### src/rtl/zbt_arbiter_pkg.sv
// zbt_arbiter_pkg: shared widths, port ids, read latency and helpers for the ZBT arbiter
package zbt_arbiter_pkg;
    localparam int LOG_ADDR   = 16;
    localparam int LOG_MEM    = 16;
    localparam int ARB_PORTS  = 3;
    localparam int ARB_RD_LAT = 3;

    typedef logic [1:0] port_t;

    localparam port_t ARB_P_DISP = 2'd0;
    localparam port_t ARB_P_CAP  = 2'd1;
    localparam port_t ARB_P_PROC = 2'd2;

    function automatic logic [ARB_PORTS-1:0] port_onehot(input port_t p);
        return ARB_PORTS'(1) << p;
    endfunction

    // Starvation counter step: clear when idle or served, otherwise count up and stick at 15.
    function automatic logic [3:0] cnt_next(input logic [3:0] c, input logic r, input logic a);
        return (!r || a) ? 4'd0 : (c == 4'd15) ? c : c + 4'd1;
    endfunction
endpackage

### src/rtl/zbt_arb_tag_pipe.sv
// zbt_arb_tag_pipe: DEPTH-stage {valid, port} shift register that routes read returns
// Ports: clock, reset_n (async active-low), i_valid/i_port (tag loaded every cycle),
//        o_valid/o_port (tag leaving the last stage, DEPTH cycles later). DEPTH >= 2.
module zbt_arb_tag_pipe
    import zbt_arbiter_pkg::*;
#(
    parameter int DEPTH = ARB_RD_LAT
) (
    input  logic  clock,
    input  logic  reset_n,
    input  logic  i_valid,
    input  port_t i_port,
    output logic  o_valid,
    output port_t o_port
);
    logic [DEPTH-1:0] r_valid;
    port_t            r_port [DEPTH];

    always_ff @(posedge clock or negedge reset_n) begin
        if (!reset_n) begin
            r_valid <= '0;
            for (int i = 0; i < DEPTH; i++) r_port[i] <= ARB_P_DISP;
        end else begin
            r_valid   <= {r_valid[DEPTH-2:0], i_valid};
            r_port[0] <= i_port;
            for (int i = 1; i < DEPTH; i++) r_port[i] <= r_port[i-1];
        end
    end

    assign o_valid = r_valid[DEPTH-1];
    assign o_port  = r_port[DEPTH-1];
endmodule

### src/rtl/zbt_arbiter.sv
// zbt_arbiter: shares one ZBT SRAM port between display (0), capture (1) and processing (2)
// Ports: clock, reset_n (async active-low); req/wr per port with addr0..2, wdata1/2;
//        ack (combinational one-hot grant); rvalid/rdata (read return, 3 cycles after ack);
//        mem_wr/mem_addr/mem_write (registered ZBT command), mem_data (ZBT read data).
module zbt_arbiter
    import zbt_arbiter_pkg::*;
#(
    parameter int STARVE_LIMIT = 8
) (
    input  logic                 clock,
    input  logic                 reset_n,
    input  logic [ARB_PORTS-1:0] req,
    input  logic [ARB_PORTS-1:0] wr,
    input  logic [LOG_ADDR-1:0]  addr0,
    input  logic [LOG_ADDR-1:0]  addr1,
    input  logic [LOG_ADDR-1:0]  addr2,
    input  logic [LOG_MEM-1:0]   wdata1,
    input  logic [LOG_MEM-1:0]   wdata2,
    output logic [ARB_PORTS-1:0] ack,
    output logic [ARB_PORTS-1:0] rvalid,
    output logic [LOG_MEM-1:0]   rdata,
    output logic                 mem_wr,
    output logic [LOG_ADDR-1:0]  mem_addr,
    output logic [LOG_MEM-1:0]   mem_write,
    input  logic [LOG_MEM-1:0]   mem_data
);
    localparam logic [3:0] LIMIT = 4'(STARVE_LIMIT);

    logic [3:0]          r_cnt1;
    logic [3:0]          r_cnt2;
    port_t               r_last_rr;
    logic                w_st1;
    logic                w_st2;
    logic                w_gv;
    logic                w_gwr;
    logic                w_tv;
    port_t               w_rr;
    port_t               w_gp;
    port_t               w_tp;
    logic [LOG_ADDR-1:0] w_gaddr;
    logic [LOG_MEM-1:0]  w_gdata;

    // Starving ports beat port 0; otherwise port 0 first, then round-robin between 1 and 2.
    always_comb begin
        w_st1   = req[1] && r_cnt1 >= LIMIT;
        w_st2   = req[2] && r_cnt2 >= LIMIT;
        w_rr    = (r_last_rr == ARB_P_CAP) ? ARB_P_PROC : ARB_P_CAP;
        w_gp    = (w_st1 && w_st2)    ? w_rr       :
                  w_st1               ? ARB_P_CAP  :
                  w_st2               ? ARB_P_PROC :
                  req[0]              ? ARB_P_DISP :
                  (req[1] && req[2])  ? w_rr       :
                  req[1]              ? ARB_P_CAP  : ARB_P_PROC;
        // Requests are ignored while reset is held so nobody sees a phantom ack.
        w_gv    = reset_n && |req;
        ack     = w_gv ? port_onehot(w_gp) : '0;
        w_gwr   = |(ack & wr & 3'b110);
        w_gaddr = ack[1] ? addr1 : ack[2] ? addr2 : addr0;
        w_gdata = ack[1] ? wdata1 : wdata2;
    end

    always_ff @(posedge clock or negedge reset_n) begin
        if (!reset_n) begin
            r_cnt1    <= '0;
            r_cnt2    <= '0;
            r_last_rr <= ARB_P_PROC;
            mem_wr    <= 1'b0;
            mem_addr  <= '0;
            mem_write <= '0;
        end else begin
            r_cnt1    <= cnt_next(r_cnt1, req[1], ack[1]);
            r_cnt2    <= cnt_next(r_cnt2, req[2], ack[2]);
            if (ack[1] || ack[2]) r_last_rr <= w_gp;
            mem_wr    <= w_gwr;
            if (w_gv) mem_addr <= w_gaddr;
            mem_write <= w_gwr ? w_gdata : '0;
        end
    end

    zbt_arb_tag_pipe #(.DEPTH(ARB_RD_LAT)) u_tag_pipe (
        .clock   (clock),
        .reset_n (reset_n),
        .i_valid (w_gv && !w_gwr),
        .i_port  (w_gp),
        .o_valid (w_tv),
        .o_port  (w_tp)
    );

    assign rvalid = w_tv ? port_onehot(w_tp) : '0;
    assign rdata  = mem_data;
endmodule

### config.mk
export PLATFORM = sky130hd
export DESIGN_NAME = zbt_arbiter
export DESIGN_NICKNAME = d
export VERILOG_FILES = /design/src/rtl/zbt_arbiter_pkg.sv /design/src/rtl/zbt_arb_tag_pipe.sv /design/src/rtl/zbt_arbiter.sv
export SDC_FILE = /design/constraint.sdc
export NUM_CORES = 1
export LEC_CHECK = 0
export ABC_AREA = 1
export CORE_MARGIN = 1.5
export CORE_UTILIZATION = 41
export DETAILED_ROUTE_END_ITERATION = 10
export GPL_TIMING_DRIVEN = 0
export PLACE_DENSITY = 0.9
export SYNTH_ARGS = -nofsm -noshare
export SYNTH_HDL_FRONTEND = slang
export SYNTH_SLANG_ARGS = --single-unit
### constraint.sdc
create_clock -name clock -period 5.46 [get_ports clock]
set_clock_uncertainty 0.15 [all_clocks]
set_input_delay 0.819 -clock clock [delete_from_list [all_inputs] [get_ports clock]]
set_output_delay 0.819 -clock clock [all_outputs]
set_load 0.05 [all_outputs]
**After elaboration in Yosys (flattened, before gate mapping)**

Cells that the tools add are included.

- Bits in read-only memories: 0
- Bits in latches: 0
- Memories: 0
- Register bits after elaboration: 52
- Input bits: 104
- Word-level logic and storage cells: 53
- Bits in writable memories: 0

- Shift-type cells: 2
- $mul: 0
- Reductions and logical operators: 14
- Eq/ne operators: 5
- Bitwise logic cells: 1
- Add/sub/neg operators: 2
- Mux-type cells: 17
- Order comparisons: 2
- Divide/modulo/power cells: 0

Operators by type and width:

| operator | number |
|---|---|
| 16-bit two-way mux | 4 |
| 4-bit two-way mux | 4 |
| 2-bit two-way mux | 7 |
| 4-bit by 1-bit adder with 4-bit output, second input constant | 2 |
| 4-bit equality test, second input constant | 2 |
| 4-bit >= comparator, second input constant | 2 |
| 1-bit logical AND | 6 |
| 3-bit two-way mux | 2 |
| 1-bit by 2-bit left shift with 3-bit output, first input constant | 2 |
| 2-bit inequality test, second input constant | 2 |
| 3-bit AND | 1 |
| 1-bit logical NOT | 3 |
| 1-bit logical OR | 3 |
| 3-bit OR reduction | 1 |
| 2-bit by 1-bit equality test with 1-bit output, second input constant | 1 |
| 2-bit OR reduction | 1 |

**Logic depth before layout (Yosys ltp)**

- Depth after elaboration: 13
- Mapped depth: 11
- Mapped depth without buffers: 10

**Modules after synthesis**

Synthesis repeated with hierarchy kept, for this count alone.

- Cell total of the unflattened synthesis: 384
- Area total of the unflattened synthesis: 2866.5 µm²

By module, submodules not included:

| module | area an instance (µm²) | cells an instance | sequential area each (µm²) | times used |
|---|---|---|---|---|
| zbt_arbiter | 2626.3 | 373 | 1077.3 | 1 |
| zbt_arb_tag_pipe | 240.2 | 11 | 225.2 | 1 |

**Least setup slack after synthesis**

No wires, ideal clock.

- Path kind: input to output
- Start: in req[1]
- End: out ack[0]
- Cell stages on the path: 8
- Arrival: 2.656 ns
- Slack: 1.835 ns
- Path through: nand2_1 -> inv_1 -> nand2_1 -> nand2_2 -> nand2_1 -> buf_2 -> buf_2 -> nor3_1

- Cells in the longest elaborated chain, start to end: 8
- Elaborated cells between the ends (all ways): 13
- Those cells by class: shift: 1; mux: 7; reduce/logical: 5

RTL lines:

| what | line | text |
|---|---|---|
| start: declaration | zbt_arbiter.sv:12 | `input logic [ARB_PORTS-1:0] req,` |
| 2-bit two-way mux or 1-bit logical AND (tied branches) | zbt_arbiter.sv:53, zbt_arbiter.sv:52 |  |
| 2-bit two-way mux | zbt_arbiter.sv:52 | `(req[1] && req[2]) ? w_rr :` |
| 2-bit two-way mux | zbt_arbiter.sv:51 | `req[0] ? ARB_P_DISP :` |
| 2-bit two-way mux | zbt_arbiter.sv:50 | `w_st2 ? ARB_P_PROC :` |
| 2-bit two-way mux | zbt_arbiter.sv:49 | `w_st1 ? ARB_P_CAP :` |
| 2-bit two-way mux (*) | zbt_arbiter.sv:48 | `w_gp = (w_st1 && w_st2) ? w_rr :` |
| named net u_tag_pipe.i_port[1] | zbt_arb_tag_pipe.sv:12 | `input port_t i_port,` |
| 1-bit by 2-bit left shift with 3-bit output (*) | zbt_arbiter_pkg.sv:15 | `return ARB_PORTS'(1) << p;` |
| 3-bit two-way mux (*) | zbt_arbiter.sv:56 | `ack = w_gv ? port_onehot(w_gp) : '0;` |
| end: declaration | zbt_arbiter.sv:19 | `output logic [ARB_PORTS-1:0] ack,` |

Mark *: on every way through the listed nets, which the timed path passes. The rest lies on a longest branch.

**Worst setup path after layout**

Ends and elaborated chain as after synthesis.

==> impl_results.md <==
- Fraction of layout instances using a drive strength above 1: 7.68%
- Post-route minimum period: 4370 ps
- Rel. slew slack: 63.4%
- Drt first pass iters: 4
- Clock Sinks: 52
- GPL Wtd Cong: 0.860
- CTS Hold Buffers Added: 0
- Ant diodes: 0
- Final Non-Filler Cells: 614
- Worst ir drop on vdd: 0.132 mV
- Avg Cell Area, Syn: 7.43 sq um
- First-pass GRT wire length: 12,900 um
- WS Path Type: in -> out
- Commonest non-fill, non-tap cell in the layout: nand2_1
- Netlist cell types: 24
- Max Cap Viol: 0
- Worst Hold Class: reg -> reg
- Seq/Total Area, Yosys: 45.7%
- Share of the synthesized area in the top cell type: 44.8%
- GR Util All Layers: 21.8%
- Initial antenna violation count: 0
- Clk buf depth: 2
- Routed WL per cell: 12.9 um
- Least-Margin Pin Slew: 548 ps
- Crit-path cells: clkdlybuf4s50_1 -> nand2_1 -> inv_1 -> nand2_1 -> nand2_2 -> nand2_1 -> buf_2 -> buf_2 -> nor3_1 -> clkdlybuf4s50_1
- Clk pin slew, worst setup/hold paths: 90 ps
- Die width: 86.4 um
- Slew Viols, Final: 0
- TNS Setup: 0 ps
- Warnings from Yosys: 0
- Post-route DRC: 0
- Clock root buffer: clkbuf_8
- Endpoint type of the worst setup path: output pin
- Outcome: complete, no violations
- DR vias/cell: 4.77
- Startpoint Class: input pin
- Later-pin clock latency in the skew report: 300 ps
- Postcts setup bufs: 0
- I/O pin total: 159
- Number of global-route vias before repair: 2,924
- Endpoints failing setup: 0
- Register bit total from synthesis: 52
- Via count: 2,928
- Largest net degree at the start of global routing: 37
- Die Footprint: 7460 sq um
- Total CTS buffers: 5
- Number of port buffers: 141
- CP top delay family: buffers and inverters
- Syn nets: 492
- Core area: 6760 sq um
- Fin crit share: 80.0%
- DRT Wirelength: 7930 um
- Placed cells: 606
- Synth top area cells: dfrtp_1, nand2_1, nand3_1
- Post-route cell area: 4470 sq um
- Final hold vios: 0
- Worst path max stage delay: 860 ps
- Cell Area, Synth: 2850 sq um
- Slowest CP cell: clkdlybuf4s50_1
- Grt total ovfl: 0
- Post-Syn Instances: 384
- Max Clock Freq: 0.229 GHz
- Crit Path Max Fanout: 10
- 1st-iter DRT viols: 111
- CP most frequent cell: nand2_1
- Arr. time, crit path: 3400 ps
- Post-DP Area: 4380 sq um
- Row cnt: 30
- Final nets: 641
- Post-route ant nets: 0
- P_leak: 0.00238 uW
- Worst Path Required: 4490 ps
- Min Hold Slack: 206 ps
- Post-DP HPWL: 6190 um
- Initial Util: 42.2%
- Synth-to-Final Area Change: 56.8%
- RSZ-0062 raised after global routing: false
- Die H: 86.4 um
- Buffer and inverter count on the worst path: 5
- Finished Core Util: 66.2%
- P per Cell Area: 232 nW/um^2
- Commonest non-fill, non-tap cells in the layout: nand2_1, clkdlybuf4s50_1, dfrtp_1, inv_1, nand3_1
- CTS tree: done
- H-tree depth: 2
- CTS resizes: 0
- Leading area contributor after synthesis: dfrtp_1
## power breakdown
part / internal, uW / switching, uW
clock: 103 / 124
sequential: 421 / 19.9
combinational: 153 / 215
total: 677 / 360
## stage by stage
step	total power (uW)	setup WS [ps]
after detailed placement	817	1100
after CTS	1040	1090
after floorplan	655	1840
final	1040	1090
after global routing	1090	909
after global placement	807	-470
## kinds of logic after synthesis
logic type      share of synthesized area [%]
flops                                    45.7
buf+inv                                  13.2
fa+ha+maj                                1.76
compound gates                           2.11
xor+xnor                                 1.23
simple gates                             36.1
## layer usage
metal | track usage (%) | wire (um) | up-vias
met5 | 0 | 0 | -
met4 | 6.45 | 138 | 0
met3 | 4.67 | 556 | 12
met2 | 39.6 | 4140 | 122
met1 | 25.8 | 3090 | 1347
li1 | - | - | 1447
## area by class of cell
class	count	area, sq um
repair buffers	142	1430
plain buffers	31	191
multi-input cells	252	1170
fillers	571	2280
flip-flops and latches	52	1300
well taps	80	100
clock buffers	7	86.3
inverters	49	184
clock inverters	1	7.51
## sequential cells by signal (all words and copies together), names as in the netlist
register            flops
mem_addr               16
mem_wr                  1
mem_write              16
r_cnt1                  4
r_cnt2                  4
r_last_rr               2
u_tag_pipe.o_port       2
u_tag_pipe.r_port       4
u_tag_pipe.r_valid      3
## worst paths after layout
kind,slack (ps),start,endpoint,cells after the start
setup / recovery,1090,req[1],ack[0],10
hold / removal,210,u_tag_pipe.r_valid[0]$_DFF_PN0_,u_tag_pipe.r_valid[1]$_DFF_PN0_,0
setup reg to reg,3270,r_last_rr[1]$_DFFE_PN1P_,mem_write[0]$_DFF_PN0_,9
hold reg to reg,210,u_tag_pipe.r_valid[0]$_DFF_PN0_,u_tag_pipe.r_valid[1]$_DFF_PN0_,0
max in group asynchronous,4260,reset_n,r_last_rr[1]$_DFFE_PN1P_,2
min in group asynchronous,300,reset_n,mem_write[9]$_DFF_PN0_,1
## worst register-to-register path: cells and delay by family (launching register included)
kind,cells,cell delay (ps)
and+or+nand+nor,5,790
AOI/OAI and AO/OA,1,310
buffers and inverters,3,340
DFF,1,540
## Yosys cell counts
library cell,instances
nand2_1,165
dfrtp_1,51
inv_1,46
nand3_1,38
buf_4,18
nand3b_1,16
nor2_1,10
buf_2,6
clkbuf_1,6
a21oi_1,4
ha_1,4
nor3_1,4
xor2_1,4
inv_2,2
a21boi_4,1
buf_1,1
clkinv_1,1
dfstp_2,1
nand2_2,1
nand3_2,1
nand3_4,1
nor3b_1,1
o21ai_0,1
o21ai_4,1
(Power assumes the default switching activity.)
